**src/rtl/tl_pkg.sv**
```systemverilog
// Shared intersection-controller definitions: sensor channel indices,
// channel state encoding and default cycle counts at the 10 kHz system clock.
package tl_pkg;

    localparam int SENS_NN = 0;
    localparam int SENS_NS = 1;
    localparam int SENS_TH = 2;

    localparam int N_SENS_DEF       = 3;
    localparam int DEB_CYCLES_DEF   = 200;      // 20 ms
    localparam int HOLD_CYCLES_DEF  = 20000;    // 2 s
    localparam int STUCK_CYCLES_DEF = 1200000;  // 120 s

    localparam int CNT_W = 16;

    typedef enum logic [1:0] {
        IDLE    = 2'd0,
        QUAL    = 2'd1,
        PRESENT = 2'd2,
        HOLD    = 2'd3
    } ch_state_t;

    function automatic logic [CNT_W-1:0] sat_inc(input logic [CNT_W-1:0] v);
        return (v == {CNT_W{1'b1}}) ? v : v + CNT_W'(1);
    endfunction

endpackage

```
**src/rtl/sensor_channel.sv**
```systemverilog
// One sensor channel: two-flop synchroniser, debounce/hold state machine,
// and a stuck-active detector.
module sensor_channel
    import tl_pkg::*;
#(
    parameter int DEB_CYCLES   = DEB_CYCLES_DEF,
    parameter int HOLD_CYCLES  = HOLD_CYCLES_DEF,
    parameter int STUCK_CYCLES = STUCK_CYCLES_DEF
) (
    input  logic      clk,
    input  logic      reset_n,
    input  logic      enable,
    input  logic      raw,
    output logic      present,
    output logic      arrive,
    output logic      stuck,
    output ch_state_t state
);

    localparam int SW = $clog2(STUCK_CYCLES + 1);

    // The sample that moves IDLE to QUAL is the first qualifying high sample,
    // so the shared counter holds "high samples seen beyond the first".
    localparam logic [CNT_W-1:0] QUAL_LAST =
        (DEB_CYCLES >= 2) ? CNT_W'(DEB_CYCLES - 2) : '0;
    localparam logic [CNT_W-1:0] HOLD_LAST = CNT_W'(HOLD_CYCLES - 1);
    localparam logic [SW-1:0]    STUCK_LIM = SW'(STUCK_CYCLES);

    logic [1:0]       sync;
    logic             s;
    ch_state_t        state_n;
    logic [CNT_W-1:0] cnt, cnt_n;
    logic [SW-1:0]    stuck_cnt, stuck_cnt_n;
    logic             arrive_n;

    assign s = sync[1];

    always_ff @(posedge clk or negedge reset_n) begin
        if (!reset_n) begin
            sync      <= '0;
            state     <= IDLE;
            cnt       <= '0;
            stuck_cnt <= '0;
            arrive    <= 1'b0;
        end else begin
            sync      <= {sync[0], raw};
            state     <= state_n;
            cnt       <= cnt_n;
            stuck_cnt <= stuck_cnt_n;
            arrive    <= arrive_n;
        end
    end

    always_comb begin
        state_n     = state;
        cnt_n       = cnt;
        stuck_cnt_n = stuck_cnt;
        arrive_n    = 1'b0;
        if (!enable) begin
            state_n     = IDLE;
            cnt_n       = '0;
            stuck_cnt_n = '0;
        end else begin
            case (state)
                IDLE: begin
                    if (s) begin
                        cnt_n       = '0;
                        stuck_cnt_n = '0;
                        if (DEB_CYCLES <= 1) begin
                            state_n  = PRESENT;
                            arrive_n = 1'b1;
                        end else begin
                            state_n = QUAL;
                        end
                    end
                end
                QUAL: begin
                    if (!s) begin
                        state_n = IDLE;
                        cnt_n   = '0;
                    end else if (cnt >= QUAL_LAST) begin
                        state_n  = PRESENT;
                        arrive_n = 1'b1;
                        cnt_n    = '0;
                    end else begin
                        cnt_n = sat_inc(cnt);
                    end
                end
                PRESENT: begin
                    if (!s) begin
                        state_n     = HOLD;
                        cnt_n       = '0;
                        stuck_cnt_n = '0;
                    end else if (stuck_cnt != STUCK_LIM) begin
                        stuck_cnt_n = stuck_cnt + SW'(1);
                    end
                end
                HOLD: begin
                    // Any high sample resumes presence without a new arrival.
                    if (s) begin
                        state_n = PRESENT;
                        cnt_n   = '0;
                    end else if (cnt >= HOLD_LAST) begin
                        state_n     = IDLE;
                        cnt_n       = '0;
                        stuck_cnt_n = '0;
                    end else begin
                        cnt_n = sat_inc(cnt);
                    end
                end
                default: begin
                    state_n     = IDLE;
                    cnt_n       = '0;
                    stuck_cnt_n = '0;
                end
            endcase
        end
    end

    assign present = (state == PRESENT) || (state == HOLD);
    // The stuck counter is non-zero only in PRESENT, so saturation is the flag.
    assign stuck   = (stuck_cnt == STUCK_LIM);

endmodule

```
**src/rtl/sensor_conditioner.sv**
```systemverilog
// Vehicle-sensor front end: N_SENS independent conditioned channels feeding fsm.
// ch_state exposes each channel's state, two bits per channel.
module sensor_conditioner
    import tl_pkg::*;
#(
    parameter int N_SENS       = N_SENS_DEF,
    parameter int DEB_CYCLES   = DEB_CYCLES_DEF,
    parameter int HOLD_CYCLES  = HOLD_CYCLES_DEF,
    parameter int STUCK_CYCLES = STUCK_CYCLES_DEF
) (
    input  logic                clk,
    input  logic                reset_n,
    input  logic                enable,
    input  logic [N_SENS-1:0]   raw,
    output logic [N_SENS-1:0]   present,
    output logic [N_SENS-1:0]   arrive,
    output logic [N_SENS-1:0]   stuck,
    output logic [2*N_SENS-1:0] ch_state
);

    for (genvar i = 0; i < N_SENS; i++) begin : g_ch
        ch_state_t st;

        sensor_channel #(
            .DEB_CYCLES  (DEB_CYCLES),
            .HOLD_CYCLES (HOLD_CYCLES),
            .STUCK_CYCLES(STUCK_CYCLES)
        ) u_ch (
            .clk    (clk),
            .reset_n(reset_n),
            .enable (enable),
            .raw    (raw[i]),
            .present(present[i]),
            .arrive (arrive[i]),
            .stuck  (stuck[i]),
            .state  (st)
        );

        assign ch_state[2*i +: 2] = st;
    end

endmodule

```
**config.mk**
```make
export PLATFORM = sky130hd
export DESIGN_NAME = sensor_conditioner
export DESIGN_NICKNAME = d
export VERILOG_FILES = /design/src/rtl/tl_pkg.sv /design/src/rtl/sensor_channel.sv /design/src/rtl/sensor_conditioner.sv
export SDC_FILE = /design/constraint.sdc
export NUM_CORES = 1
export LEC_CHECK = 0
export BUFFER_PORTS_ARGS = -buffer_cell sky130_fd_sc_hd__buf_2
export CAP_MARGIN = 20
export CORE_AREA = 2 2 154 156
export CTS_BUF_LIST = sky130_fd_sc_hd__clkbuf_2 sky130_fd_sc_hd__clkbuf_4 sky130_fd_sc_hd__clkbuf_8
export DETAILED_ROUTE_END_ITERATION = 8
export DIE_AREA = 0 0 156 158
export HOLD_SLACK_MARGIN = 0.05
export PLACE_DENSITY_LB_ADDON = 0.25
export SLEW_MARGIN = 15
export SYNTH_ARGS = -nofsm -noshare
export SYNTH_HDL_FRONTEND = slang
export SYNTH_SLANG_ARGS = --single-unit
export TNS_END_PERCENT = 10
```
**constraint.sdc**
```tcl
create_clock -name clk -period 6.9 [get_ports clk]
set_input_delay 0.69 -clock clk [delete_from_list [all_inputs] [get_ports clk]]
set_output_delay 0.69 -clock clk [all_outputs]
set_load 0.01 [all_outputs]
```
==> out/qor.yml <==
yosysTopAreaCell: "dfrtp_1"
initial_core_util_pct: 31.4
initialDrtViolationCount: 432
fmax_mhz: 329
finalHoldViolations: 0
place_hpwl_um: 11600
antenna_found_initial: 0
cts_buffers: 17
p_per_area_nw_per_um2: 180
ys_warn_count: 0
crit_chain: "buf_2 -> nor2b_1 -> nand3_1 -> nor4_2 -> nor2_1 -> nand4_1 -> mux2i_1"
synth_fp_nets: 870
multiInputGateArea_um2: 3750
critPathBufInv: 1
finalSetupViolCount: 0
ir_worst_vdd_uv: 94.6
fin_crit_ps: 3040
num_rows: 56
io_pins: 21
tritoncts: "yes"
fp.dieH_um: 158
hold_buffers: 0
path_clk_slew_ps: 70
viasPerCell: 5.56
synth_common_cells: "dfrtp_1, nand2_1, o21ai_0, nor2_1, a21oi_1"
ys_ff_latch: 126
synth.distinct_cells: 57
core_um2: 23100
cp_top_family: "simple AND/OR/NAND/NOR gates"
die_w_um: 156
dr_total_vias: 6347
skew_ps: 14.8
area_delta_synth_final_pct: 8.29
fin_setup_tns_ps: 0
ys.flop_type: "dfrtp_1"
dpl_cell_area_um2: 7520
post_cts_resized: 0
required_ps: 7250
clkSinkCount: 126
max_stage_delay_ps: 840
netlist_area_um2: 7240
final_area_um2: 7850
clock_latency_ps: 430
avgSynthCellArea_um2: 8.50
max-slew-margin-rel_pct: 35.7
cts_root_buf: "clkbuf_8"
rsz0062_at_grt: "false"
grt_pass1_vias: 6035
critPathMaxFanout: 18
grt_usage_pct: 14.8
grt_pass1_wl_um: 29800
start_kind: "primary input"
routedWlPerCell_um: 15.1
seq_area_frac_synth_pct: 43.5
worstMarginPinSlew_ps: 965
cap_violations: 0
async_flop_share_pct: 100
final-seq-area_um2: 3150
io_buffers: 20
cp-end-kind: "flip-flop"
drc: 0
yosys-top-cells-area: "dfrtp_1, o21ai_0, nand2_1"
layout-drive-gt1-share_pct: 7.52
synth_edf_count: 0
ant_nets: 0
cts_max_level: 4
first_pass_iters: 5
gp_congestion: 0.829
nets: 861
netlist_instances: 852
crit_arrival_ps: 3390
cp_slowest_cell: "nor4_2"
synth_top_cell_area_share_pct: 43.5
worstSetupPathType: "in2reg"
gr-total-overflow: 0
power_w: 0.00141
die_area_um2: 24600
status: "finished clean"
grt_max_degree: 71
clockBufferDepth: 2
post-route-period-util_pct: 44.0
drt_wl_total_um: 17300
hold_path.class: "in2async"
post_cts_buffers: 0
yosysMostFrequentCell: "dfrtp_1"
diodes: 0
power.leakage_nw: 3.10
fillers: 2420
drv_slew: 0
worst paths after layout:
path	from	depth (start not counted)	slack [ps]	to
hold reg to reg	g_ch[2].u_ch.sync[0]	0	350	g_ch[2].u_ch.sync[1]
setup / recovery	enable	7	3860	g_ch[1].u_ch.stuck_cnt[9]
min in group clk	g_ch[2].u_ch.sync[0]	0	350	g_ch[2].u_ch.sync[1]
setup reg to reg	g_ch[1].u_ch.state[0]	6	4020	g_ch[1].u_ch.stuck_cnt[9]
hold / removal	reset_n	1	250	g_ch[2].u_ch.stuck_cnt[11]
max in group asynchronous	reset_n	2	5450	g_ch[2].u_ch.stuck_cnt[18]
final cells by class:
type,count,area share (%)
clock inverter,2,0.128
timing repair buffer,25,1.83
inverter,28,1.34
clock buffer,25,4.07
multi-input combinational,645,47.8
tap,290,4.63
sequential,126,40.2
power by group:
group	total [W]	leakage [nW]	switching (W)	internal, W
Sequential	0.000757	1.74	0.0000106	0.000746
Clock	0.000565	0.177	0.000274	0.000292
Combinational	0.0000904	1.18	0.0000675	0.0000229
Total	0.00141	3.10	0.000352	0.00106
kinds of logic after synthesis:
logic type	count (synthesis)	share of synthesized area, %
xor+xnor	8	0.967
mux	4	0.570
fa+ha+maj	12	2.07
simple gates	373	27.1
flops	126	43.5
buf+inv	81	4.77
compound gates	248	21.0
placed cells by master, fill, tap and decap left out, types with 18 or more instances in the layout:
cell type,Yosys,routed
o21ai_0,74,74
a21oi_1,56,56
inv_1,28,28
buf_2,5,19
nand4_1,28,28
clkbuf_8,0,21
nand3_1,52,52
a31oi_1,42,42
dfrtp_1,126,126
nor2_1,61,61
nand2_1,85,85
o31ai_1,24,23
nor3_1,27,27
or4_1,18,18
state kept, by name, summed over array words and instances (netlist names):
| name | flops |
|---|---|
| g_ch.u_ch.stuck_cnt | 63 |
| g_ch.u_ch.cnt | 48 |
| g_ch.u_ch.state | 6 |
| g_ch.u_ch.sync | 6 |
| g_ch.u_ch.arrive | 3 |
metrics by stage:
step           util [%]  setup slack [ps]  hold WS [ps]  cells
3_3_place_gp       32.6              3680           345   1114
5_1_grt            34.0              3610           298   1141
2_1_floorplan         -              4350           331    852
6_report           34.0              3860           250   1141
4_1_cts            34.0              3970           274   1141
3_5_place_dp       32.6              3530           337   1114
per-layer routing:
metal	part of all wire [%]	track usage, %
met1	51	20.7
met2	45	23.2
met3	3.2	3.01
met4	1.0	4.46
met5	0	0
Note: power is estimated with default switching activity, not from simulation.
